### config.mk
export PLATFORM = sky130hd
export DESIGN_NAME = systolic_mm_ctrl
export DESIGN_NICKNAME = d
export VERILOG_FILES = /design/src/rtl/systolic_mm_ctrl.sv
export SDC_FILE = /design/constraint.sdc
export NUM_CORES = 1
export LEC_CHECK = 0
export BUFFER_PORTS_ARGS = -buffer_cell sky130_fd_sc_hd__buf_4
export CAP_MARGIN = 25
export CELL_PAD_IN_SITES_DETAIL_PLACEMENT = 0
export CELL_PAD_IN_SITES_GLOBAL_PLACEMENT = 1
export CORE_MARGIN = 1.5
export CORE_UTILIZATION = 41
export CTS_CLUSTER_DIAMETER = 200
export CTS_CLUSTER_SIZE = 20
export DETAILED_ROUTE_END_ITERATION = 6
export PLACE_DENSITY = 0.83
export SLEW_MARGIN = 20
export SYNTH_ARGS = -nofsm -noshare
export SYNTH_HDL_FRONTEND = slang
export SYNTH_SLANG_ARGS = --single-unit
### constraint.sdc
create_clock -name clk -period 12.1 [get_ports clk]
set_input_delay 2.42 -clock clk [delete_from_list [all_inputs] [get_ports clk]]
set_output_delay 2.42 -clock clk [all_outputs]
set_load 0.1 [all_outputs]
### src/rtl/systolic_mm_ctrl.sv
// systolic_mm_ctrl: sequencer for an NxN output-stationary systolic multiplier.
// Buffers A and B, clears the array, streams skewed operands, then latches C.
// Ports:
//   clk, reset             clock, async active-high reset
//   ld_valid/ld_ready      operand write handshake (ld_sel, ld_row, ld_col, ld_data)
//   start, busy, done      operation control and status
//   arr_clear, arr_a/b     MAC array clear and west/north edge feeds
//   arr_sum                array accumulators, row-major
//   out_matrix, out_valid  latched product C, row-major
module systolic_mm_ctrl #(
    parameter int MATRIX_SIZE = 3,
    parameter int DATA_SIZE   = 8,
    localparam int IW = (MATRIX_SIZE > 1) ? $clog2(MATRIX_SIZE) : 1
) (
    input  logic                                              clk,
    input  logic                                              reset,
    input  logic                                              ld_valid,
    input  logic                                              ld_sel,
    input  logic [IW-1:0]                                     ld_row,
    input  logic [IW-1:0]                                     ld_col,
    input  logic [DATA_SIZE-1:0]                              ld_data,
    output logic                                              ld_ready,
    input  logic                                              start,
    output logic                                              busy,
    output logic                                              done,
    output logic                                              arr_clear,
    output logic [MATRIX_SIZE-1:0][DATA_SIZE-1:0]             arr_a,
    output logic [MATRIX_SIZE-1:0][DATA_SIZE-1:0]             arr_b,
    input  logic [MATRIX_SIZE*MATRIX_SIZE-1:0][DATA_SIZE-1:0] arr_sum,
    output logic [MATRIX_SIZE*MATRIX_SIZE-1:0][DATA_SIZE-1:0] out_matrix,
    output logic                                              out_valid
);

    localparam int N  = MATRIX_SIZE;
    localparam int TW = $clog2(3 * N - 1);

    localparam logic [TW-1:0] T_FEED_END  = TW'(2 * N - 2);
    localparam logic [TW-1:0] T_DRAIN_END = TW'(3 * N - 3);

    typedef enum logic [2:0] {
        S_IDLE,
        S_CLEAR,
        S_FEED,
        S_DRAIN,
        S_CAPTURE,
        S_DONE
    } state_t;

    typedef logic [N-1:0][DATA_SIZE-1:0] edge_t;

    state_t              state;
    logic [TW-1:0]       t;
    logic [DATA_SIZE-1:0] a_buf [N][N];
    logic [DATA_SIZE-1:0] b_buf [N][N];
    logic                load_ok;

    assign ld_ready = (state == S_IDLE);
    assign busy     = (state != S_IDLE);
    assign load_ok  = ld_valid && (int'(ld_row) < N) && (int'(ld_col) < N);

    // Row i of A enters i cycles late so A[i][k] meets B[k][j] at PE(i,j).
    function automatic edge_t skew_a(input logic [TW-1:0] tt);
        edge_t v;
        int    k;
        v = '0;
        for (int i = 0; i < N; i++) begin
            k = int'(tt) - i;
            if (k >= 0 && k < N) v[i] = a_buf[i][k[IW-1:0]];
        end
        return v;
    endfunction

    function automatic edge_t skew_b(input logic [TW-1:0] tt);
        edge_t v;
        int    k;
        v = '0;
        for (int j = 0; j < N; j++) begin
            k = int'(tt) - j;
            if (k >= 0 && k < N) v[j] = b_buf[k[IW-1:0]][j];
        end
        return v;
    endfunction

    always_ff @(posedge clk or posedge reset) begin
        if (reset) begin
            state      <= S_IDLE;
            t          <= '0;
            done       <= 1'b0;
            arr_clear  <= 1'b0;
            arr_a      <= '0;
            arr_b      <= '0;
            out_matrix <= '0;
            out_valid  <= 1'b0;
            for (int i = 0; i < N; i++) begin
                for (int j = 0; j < N; j++) begin
                    a_buf[i][j] <= '0;
                    b_buf[i][j] <= '0;
                end
            end
        end else begin
            unique case (state)
                S_IDLE: begin
                    if (load_ok) begin
                        if (ld_sel) b_buf[ld_row][ld_col] <= ld_data;
                        else        a_buf[ld_row][ld_col] <= ld_data;
                    end
                    if (start) begin
                        state     <= S_CLEAR;
                        arr_clear <= 1'b1;
                        arr_a     <= '0;
                        arr_b     <= '0;
                        out_valid <= 1'b0;
                    end
                end
                S_CLEAR: begin
                    // Buffers already hold any write accepted with start.
                    state     <= S_FEED;
                    t         <= '0;
                    arr_clear <= 1'b0;
                    arr_a     <= skew_a('0);
                    arr_b     <= skew_b('0);
                end
                S_FEED: begin
                    t <= t + TW'(1);
                    if (t == T_FEED_END) begin
                        state <= S_DRAIN;
                        arr_a <= '0;
                        arr_b <= '0;
                    end else begin
                        arr_a <= skew_a(t + TW'(1));
                        arr_b <= skew_b(t + TW'(1));
                    end
                end
                S_DRAIN: begin
                    t <= t + TW'(1);
                    if (t == T_DRAIN_END) state <= S_CAPTURE;
                end
                S_CAPTURE: begin
                    out_matrix <= arr_sum;
                    out_valid  <= 1'b1;
                    done       <= 1'b1;
                    state      <= S_DONE;
                end
                S_DONE: begin
                    done  <= 1'b0;
                    t     <= '0;
                    state <= S_IDLE;
                end
                default: state <= S_IDLE;
            endcase
        end
    end

endmodule

==> results of run 1 <==
layout make-up:
cell class | count | area, um^2
clock buffer | 18 | 429
timing repair buffer | 227 | 1730
fill | 2506 | 13800
tap | 378 | 473
multi-input combinational | 474 | 4610
inverter | 7 | 33.8
clock inverter | 2 | 17.5
sequential | 273 | 6830
cells in the mapped netlist (3+ instances only):
cell,instances,share of area (%)
mux2_2,248,24
a21o_1,3,0.19
clkbuf_1,32,1.0
nand2_1,22,0.71
a22oi_1,48,3.1
nor3b_2,3,0.32
o221ai_1,16,1.2
a22o_1,17,1.3
nand4_1,5,0.27
mux2i_1,17,1.5
o2bb2ai_1,32,2.4
a21oi_1,6,0.26
inv_1,6,0.19
dfrtp_1,273,58
nor2_1,7,0.22
ha_1,7,0.75
nand3_2,10,0.86
nor2b_1,4,0.21
buf_2,22,0.94
metrics by stage:
| stage | setup slack, ns | instance area [um^2] | cells | total power, mW | hold WS [ns] |
|---|---|---|---|---|---|
| final | 7.70 | 14100 | 1379 | 3.47 | 0.497 |
| after global routing | 7.61 | 14100 | 1379 | 3.61 | 0.515 |
| after CTS | 7.70 | 14100 | 1377 | 3.49 | 0.501 |
| after detailed placement | 7.68 | 13600 | 1357 | 2.93 | 0.468 |
| after global placement | 7.71 | 13600 | 1356 | 2.91 | 0.466 |
| after floorplan | 2.16 | 11700 | 812 | 2.50 | 0.474 |
metal layers:
metal / global-route usage [%] / up-vias / wire length (um)
met5: 0 / - / 0
met4: 5.56 / 0 / 683
met3: 4.74 / 41 / 1830
met2: 34.3 / 219 / 14200
met1: 24.9 / 3901 / 11900
li1: - / 3382 / -
power groups by stage:
stage | Sequential [mW] | Combinational [mW] | Clock, mW
5_1_grt | 1.21 | 1.80 | 0.606
4_1_cts | 1.19 | 1.73 | 0.574
3_3_place_gp | 1.20 | 1.71 | 0
2_1_floorplan | 1.98 | 0.523 | 0
6_report | 1.19 | 1.72 | 0.560
3_5_place_dp | 1.21 | 1.73 | 0
worst max path at each step:
stage,from,slack (ns),endpoint
global placement,ld_col[0],7.71,a_buf[12]
CTS,state[1],7.70,ld_ready
global route,state[1],7.61,ld_ready
floorplan,reset,2.16,a_buf[0]
finish,state[1],7.70,ld_ready
detailed placement,ld_col[0],7.68,a_buf[50]
worst max-delay path, stage by stage, from the launching register on:
cell	delay (ns)
dfrtp_1	0.61
nor2_1	0.26
nand2_1	0.11
inv_2	0.16
buf_4	0.32
cells by family after synthesis:
logic type      count (synthesis)
compound gates                131
mux                           265
xor+xnor                        1
simple gates                   70
buf+inv                        65
flops                         273
fa+ha+maj                       7
sequential cells by signal, summed over array words and instances (netlist names):
register,flops
a_buf,72
b_buf,72
out_matrix,72
arr_a,24
arr_b,24
state,3
t,3
arr_clear,1
done,1
out_valid,1
==> impl_metrics.py, run 1 <==
metrics = {
    "detailed_routing": {
        "drc": 0,
        "wl_um": 28600,
        "vias": 7543,
        "postRouteAntennaNets": 0,
        "drtIter0Drc": 405,
        "wl_per_cell_um": 20.7,
        "first_pass_iters": 5,
        "vias_per_cell": 5.47,
    },
    "cts": {
        "clock_path_buffers": 3,
        "cts.htree.levels": 1,
        "clock_sinks": 273,
        "cts_buffers": 17,
        "postCtsSetupRepairBufs": 0,
        "clk_latency_ns": 0.52,
        "clkSlewWorstSetupHoldPaths_ns": 0.09,
        "holdBufCountCts": 0,
        "postCtsResizedCells": 0,
        "cts_tree": "built",
        "cts-root-buf": "clkbuf_16",
    },
    "power_and_ir_drop": {
        "p_switching_mw": 1.73,
        "power_leakage_nw": 7.08,
        "clkPwrFrac_pct": 16.1,
        "max-vdd-ir-drop_v": 0.000284,
        "power.density_nw_per_um2": 246,
        "p_comb_share_pct": 49.6,
        "p_int_mw": 1.75,
        "power_switching_share_pct": 49.7,
        "seq_power_share_pct": 34.3,
    },
    "synthesis": {
        "synth_edf_count": 0,
        "synth_warnings": 0,
        "yosys_most_used_dff": "dfrtp_1",
        "netlist_instances": 812,
        "synth.distinct_cells": 44,
        "syn-mean-instance-area_um2": 14.4,
        "seq_area_frac_synth_pct": 58.5,
        "async_reset_ff_share_pct": 100,
        "yosys.area_share.simple_pct": 3.96,
        "synth.area.mux_share_pct": 25.4,
        "ys_seq_elements": 273,
        "syn_nets": 908,
        "synth_adder_area_share_pct": 0.749,
        "synth_top_family_by_area": "multiplexers",
        "synthXorXnorAreaFrac_pct": 0.0749,
        "synth_compound_area_share_pct": 9.01,
        "syn_area_um2": 11700,
    },
    "finish": {
        "drive_gt1_share_pct": 51.8,
        "diodes": 0,
        "num-nets-final": 1096,
        "final_core_util_pct": 50.6,
        "final_cell_mix": "272 x dfrtp_1, 248 x mux2_2, 224 x buf_4",
        "final_common_cell": "dfrtp_1",
        "syn_to_final_growth_pct": 20.9,
    },
    "place": {
        "place_hpwl_um": 18700,
        "io_buffers": 213,
        "place.gp.congestion": 0.726,
    },
    "global_routing": {
        "grt_pass1_wl_um": 45500,
        "antenna_found_initial": 0,
        "overflow": 0,
        "grt.total_usage_pct": 19.9,
        "grt_pass1_vias": 8195,
        "grt_max_degree": 129,
    },
    "sta": {
        "final_max_slew_viol_count": 0,
        "setup_tns_ns": 0,
        "tightest_slew_ns": 1.05,
        "min_period_over_period_pct": 36.4,
        "max_slew_margin_pct": 30.0,
        "setup_viol": 0,
        "min_period_ns": 4.40,
        "rsz0062_at_grt": "false",
        "fmax_mhz": 227,
        "fin_skew_ns": 0.0373,
        "hold_viol": 0,
    },
    "setup_path": {
        "critPathKind": "reg -> out",
        "cp_max_fo": 16,
        "regToRegSetupSlack_ns": 8.89,
        "reg2reg_from": "t[0]",
        "reg2regPathDepth": 7,
        "startpoint_type": "flop",
        "crit_required_ns": 9.68,
        "r2r_end": "arr_b[16]",
        "cp.arrival_ns": 1.98,
        "end_kind": "output port",
    },
    "die": {
        "io_pins": 214,
        "rows": 61,
        "coreArea_um2": 27900,
        "dieArea_um2": 29500,
        "die_x_um": 172,
        "initial_utilization_pct": 41.8,
        "die_y_um": 172,
    },
    "min_path": {
        "holdPathEnd": "out_valid",
        "hp-start": "out_valid",
        "min_path_cells": 1,
        "min_path_type": "reg -> reg",
    },
    "flow_run": {
        "maxCapViolations": 0,
    },
    "outcome": {
        "status": "finished clean",
    },
}
(Power assumes the default switching activity.)
==> inputs of run 2 (changes only) <==
Settings changed: ABC_AREA set to 1, CORE_UTILIZATION 41 to 37, PLACE_DENSITY 0.83 to 0.85.
Clock period 12.1 ns to 3.75 ns, I/O delays scaled along.
==> run 2 against run 1 <==
Compared with the run above: clock power rose to 3.2 times the previous value; die area rose by 14%; synthesized cell count rose by 82%; sequential power rose to 3.3 times the previous value; global-route usage barely moved; sequential cell count did not move; total power rose to 3.5 times the previous value; combinational power rose to 3.7 times the previous value; largest cell class unchanged.
==> impl_metrics.py, run 2 <==
metrics = {
    "outcome": {
        "status": "finished clean",
    },
    "finish": {
        "final_common_cell": "nand2_1",
        "regArea_um2": 6830,
        "fillCellCount": 3185,
        "syn_to_final_growth_pct": 20.3,
        "num-nets-final": 1751,
        "diodes": 0,
        "final_cell_mix": "790 x nand2_1, 273 x dfrtp_1, 246 x nand3_1",
        "multi_input_area_um2": 4710,
        "drive_gt1_share_pct": 18.0,
        "final_core_util_pct": 45.5,
        "largestRegisters": "a_buf (72), b_buf (72), out_matrix (72)",
    },
    "cts": {
        "clock_path_buffers": 3,
        "postCtsSetupRepairBufs": 0,
        "clk_latency_ns": 0.50,
        "clock_sinks": 273,
        "cts_tree": "built",
        "holdBufCountCts": 0,
        "cts_buffers": 17,
        "clkSlewWorstSetupHoldPaths_ns": 0.09,
        "cts-root-buf": "clkbuf_16",
        "postCtsResizedCells": 0,
        "cts.htree.levels": 1,
    },
    "global_routing": {
        "overflow": 0,
        "antenna_found_initial": 0,
        "grt_max_degree": 79,
        "grt_pass1_wl_um": 54000,
        "grt.total_usage_pct": 19.9,
        "grt_pass1_vias": 9865,
    },
    "synthesis": {
        "synth_warnings": 0,
        "yosys.area.top_type": "dfrtp_1",
        "synthTopCellsByArea": "dfrtp_1 57%, nand2_1 25%, nand3_1 10%",
        "async_reset_ff_share_pct": 100,
        "syn_area_um2": 12000,
        "seq_area_frac_synth_pct": 56.8,
        "synth.distinct_cells": 23,
        "syn_nets": 1571,
        "synth_top_area_share_pct": 56.8,
        "syn-mean-instance-area_um2": 8.15,
        "yosysMostFrequentCell": "nand2_1",
        "ys_seq_elements": 273,
        "netlist_instances": 1475,
        "yosys-top-cells-count": "791 x nand2_1, 273 x dfrtp_1, 246 x nand3_1",
        "yosys_most_used_dff": "dfrtp_1",
        "synth_edf_count": 0,
    },
    "die": {
        "die_y_um": 183,
        "coreArea_um2": 31800,
        "initial_utilization_pct": 37.8,
        "die_x_um": 183,
        "dieArea_um2": 33600,
        "io_pins": 214,
        "rows": 65,
    },
    "setup_path": {
        "crit_required_ns": 3.00,
        "reg2regPathDepth": 11,
        "reg2reg_from": "t[0]",
        "cp.arrival_ns": 1.59,
        "critPathKind": "reg -> out",
        "cp_max_fo": 5,
        "regToRegSetupSlack_ns": 1.41,
        "startpoint_type": "flop",
        "r2r_end": "arr_b[2]",
        "end_kind": "output port",
    },
    "power_and_ir_drop": {
        "max-vdd-ir-drop_v": 0.000502,
        "power_leakage_nw": 8.15,
        "power.density_nw_per_um2": 838,
        "p_total_mw": 12.1,
    },
    "flow_run": {
        "maxCapViolations": 0,
    },
    "place": {
        "place_hpwl_um": 22300,
        "io_buffers": 213,
        "place.gp.congestion": 0.826,
        "dpl_worst_slack_ns": 1.24,
    },
    "detailed_routing": {
        "postRouteAntennaNets": 0,
        "first_pass_iters": 5,
        "vias_per_cell": 4.87,
        "vias": 10200,
        "wl_um": 33300,
        "drtIter0Drc": 854,
        "drc": 0,
        "wl_per_cell_um": 16.0,
    },
    "sta": {
        "min_period_ns": 2.34,
        "fin_skew_ns": 0.00921,
        "max_slew_margin_pct": 37.0,
        "setup_viol": 0,
        "final_max_slew_viol_count": 0,
        "fmax_mhz": 427,
        "min_period_over_period_pct": 62.5,
        "tightest_slew_ns": 0.944,
        "worst_slack_ns": 1.41,
        "hold_viol": 0,
        "rsz0062_at_grt": "false",
        "setup_tns_ns": 0,
    },
    "min_path": {
        "min_path_type": "in -> async",
    },
}
-- run 2: report_power, final --
group | internal [mW] | leakage, nW | switching, mW
Clock | 0.818 | 0.214 | 0.981
Combinational | 1.23 | 4.31 | 5.20
Sequential | 3.54 | 3.63 | 0.360
Total | 5.58 | 8.15 | 6.54
-- run 2: logic make-up after synthesis --
logic type	after synthesis	share of synthesized area [%]
buf+inv	104	4.16
compound gates	13	0.603
flops	273	56.8
simple gates	1078	37.7
fa+ha+maj	7	0.728
-- run 2: metrics by stage --
step                std cells  instance area, um^2  hold slack, ns
detailed placement       2070                14000           0.458
floorplan                1475                12000           0.442
global route             2089                14500           0.162
CTS                      2088                14400           0.165
global placement         2069                14000           0.454
finish                   2089                14500           0.169
-- run 2: worst max-delay path by stage --
stage	from	end	depth (start not counted)
2_1_floorplan	reset	a_buf[0]	1
3_3_place_gp	ld_row[1]	b_buf[37]	8
6_report	state[1]	ld_ready	4
3_5_place_dp	ld_row[1]	b_buf[14]	8
5_1_grt	t[0]	arr_b[6]	11
4_1_cts	t[0]	arr_b[2]	11
-- run 2: layer usage --
layer | track usage (%) | share of wire, % | vias up
li1 | - | - | 4989
met1 | 28.1 | 46 | 4824
met2 | 32.3 | 46 | 304
met3 | 3.38 | 6.5 | 47
met4 | 4.33 | 1.9 | 0
met5 | 0 | 0 | -
-- run 2: critical path, cell delays in order, from the launching register on --
cell	delay (ns)
dfrtp_1	0.47
nor2_4	0.18
nand2_1	0.08
inv_1	0.07
buf_4	0.29
-- run 2: final cells by class --
class                   count  area share (%)
clock buffers              17            2.94
flip-flops and latches    273            47.2
well taps                 435            3.76
multi-input cells        1098            32.5
inverters                  22           0.597
clock inverters             1          0.0606
repair buffers            243            12.9
==> inputs of run 3 (changes only) <==
Settings changed: ABC_AREA 1 to 0, CORE_UTILIZATION 37 to 41, PLACE_DENSITY 0.85 to 0.83.
Clock period 3.75 ns to 2.2 ns, I/O delays scaled along.
==> run 3 against run 2 <==
Compared with the run above: setup slack lost 1.3 ns; utilization rose by 6.6 points; final area grew 0.67%; clock skew grew 0.0062 ns; highest routed layer unchanged.
==> impl_metrics.py, run 3 (synthesis gave the netlist of run 1 again) <==
metrics = {
    "detailed_routing": {
        "drtIter0Drc": 422,
        "wl_per_cell_um": 20.4,
        "first_pass_iters": 4,
        "wl_um": 28700,
        "vias": 7588,
        "vias_per_cell": 5.39,
        "postRouteAntennaNets": 0,
        "drc": 0,
    },
    "finish": {
        "syn_to_final_growth_pct": 24.6,
        "final_common_cell": "dfrtp_1",
        "final_cell_mix": "271 x dfrtp_1, 248 x mux2_2, 244 x buf_4",
        "largestRegisters": "a_buf (72), b_buf (72), out_matrix (72)",
        "drive_gt1_share_pct": 55.0,
        "fillCellCount": 2413,
        "diodes": 0,
        "num-nets-final": 1125,
    },
    "power_and_ir_drop": {
        "p_total_mw": 19.7,
        "power_leakage_nw": 7.26,
        "power.density_nw_per_um2": 1350,
        "max-vdd-ir-drop_v": 0.00125,
    },
    "sta": {
        "hold_viol": 0,
        "fin_skew_ns": 0.0154,
        "fmax_mhz": 474,
        "min_period_over_period_pct": 96.0,
        "min_period_ns": 2.11,
        "max_slew_margin_pct": 43.5,
        "worst_hold_slack_ns": 0.0336,
        "worst_slack_ns": 0.0884,
        "setup_viol": 0,
        "rsz0062_at_grt": "false",
        "tightest_slew_ns": 0.847,
        "final_max_slew_viol_count": 0,
    },
    "global_routing": {
        "antenna_found_initial": 0,
        "grt_max_degree": 59,
        "grt_pass1_vias": 8354,
        "grt.total_usage_pct": 20.1,
        "overflow": 0,
        "grt_pass1_wl_um": 46400,
    },
    "setup_path": {
        "reg2reg_from": "t[0]",
        "cp_max_fo": 14,
        "cp.arrival_ns": 1.67,
        "reg2regPathDepth": 7,
        "r2r_end": "arr_a[18]",
        "critical_path.startpoint": "state[2]",
        "crit_required_ns": 1.76,
        "end_kind": "output port",
        "startpoint_type": "flop",
        "regToRegSetupSlack_ns": 0.19,
        "critPathKind": "reg -> out",
    },
    "min_path": {
        "min_path_type": "in -> async",
    },
    "cts": {
        "cts-root-buf": "clkbuf_16",
        "clock_sinks": 273,
        "holdBufCountCts": 0,
        "cts_tree": "built",
        "cts_buffers": 17,
        "clkSlewWorstSetupHoldPaths_ns": 0.09,
        "clk_latency_ns": 0.50,
        "cts.htree.levels": 1,
        "clock_path_buffers": 3,
    },
    "die": {
        "dieArea_um2": 29500,
        "die_y_um": 172,
        "io_pins": 214,
        "rows": 61,
        "coreArea_um2": 27900,
        "die_x_um": 172,
        "initial_utilization_pct": 41.8,
    },
    "place": {
        "io_buffers": 213,
        "place.gp.congestion": 0.771,
        "dpl_worst_slack_ns": -0.0769,
        "place_hpwl_um": 19500,
    },
    "flow_run": {
        "maxCapViolations": 0,
    },
    "outcome": {
        "status": "finished clean",
    },
}
run 3: changes by cell type in the layout (fill, tap and decap cells not counted), moves of 22 or more:
cell and delta:
nand2_1 -769, mux2_2 +248, nand3_1 -245, a22oi_1 +48
o2bb2ai_1 +22
run 3: per-layer routing:
layer	up-vias	GRT usage (%)	routed length, um
met2	233	35.6	14300
li1	3439	-	-
met1	3884	25.0	11700
met3	32	4.86	2190
met4	0	4.05	491
met5	-	0	0
run 3: area by class of cell:
type                    instances  area (um^2)  share of cell area (%)
flip-flops and latches        273         6830                    46.9
multi-input cells             474         4730                    32.5
repair buffers                256         2050                    14.1
well taps                     378          473                    3.25
clock buffers                  18          429                    2.95
inverters                       7         40.0                   0.275
clock inverters                 1         8.76                  0.0602
run 3: where the power goes:
group / internal (mW) / leakage (nW) / switching (mW)
clock: 1.40 / 0.215 / 1.62
sequential: 5.87 / 3.76 / 0.515
combinational: 2.79 / 3.29 / 7.52
total: 10.1 / 7.26 / 9.65
run 3: critical path, stage by stage (launching register included):
cell     delay (ns)
dfrtp_1        0.39
buf_4          0.20
nor2_2         0.16
nand2_2        0.11
inv_6          0.11
buf_8          0.20
run 3: worst max path at each step:
stage,endpoint,cells after the start
CTS,ld_ready,5
detailed placement,arr_b[8],6
floorplan,a_buf[0],1
global route,ld_ready,5
finish,ld_ready,5
global placement,arr_a[14],6
run 3: what timing repair did:
item                                    in CTS  in global routing
resized for setup                            3                  6
buffers inserted                             4                  0
pin swaps                                    1                  0
endpoints found under the setup margin      33                 40
run 3: metrics by stage:
| step | util (%) | instance area [um^2] | TNS [ns] | std cells |
|---|---|---|---|---|
| floorplan | - | 11900 | -507.08 | 812 |
| global placement | 50.3 | 14000 | 0 | 1384 |
| detailed placement | 50.3 | 14000 | -1.29 | 1384 |
| CTS | 52.0 | 14500 | 0 | 1407 |
| global route | 52.1 | 14600 | 0 | 1407 |
| finish | 52.1 | 14600 | 0 | 1407 |
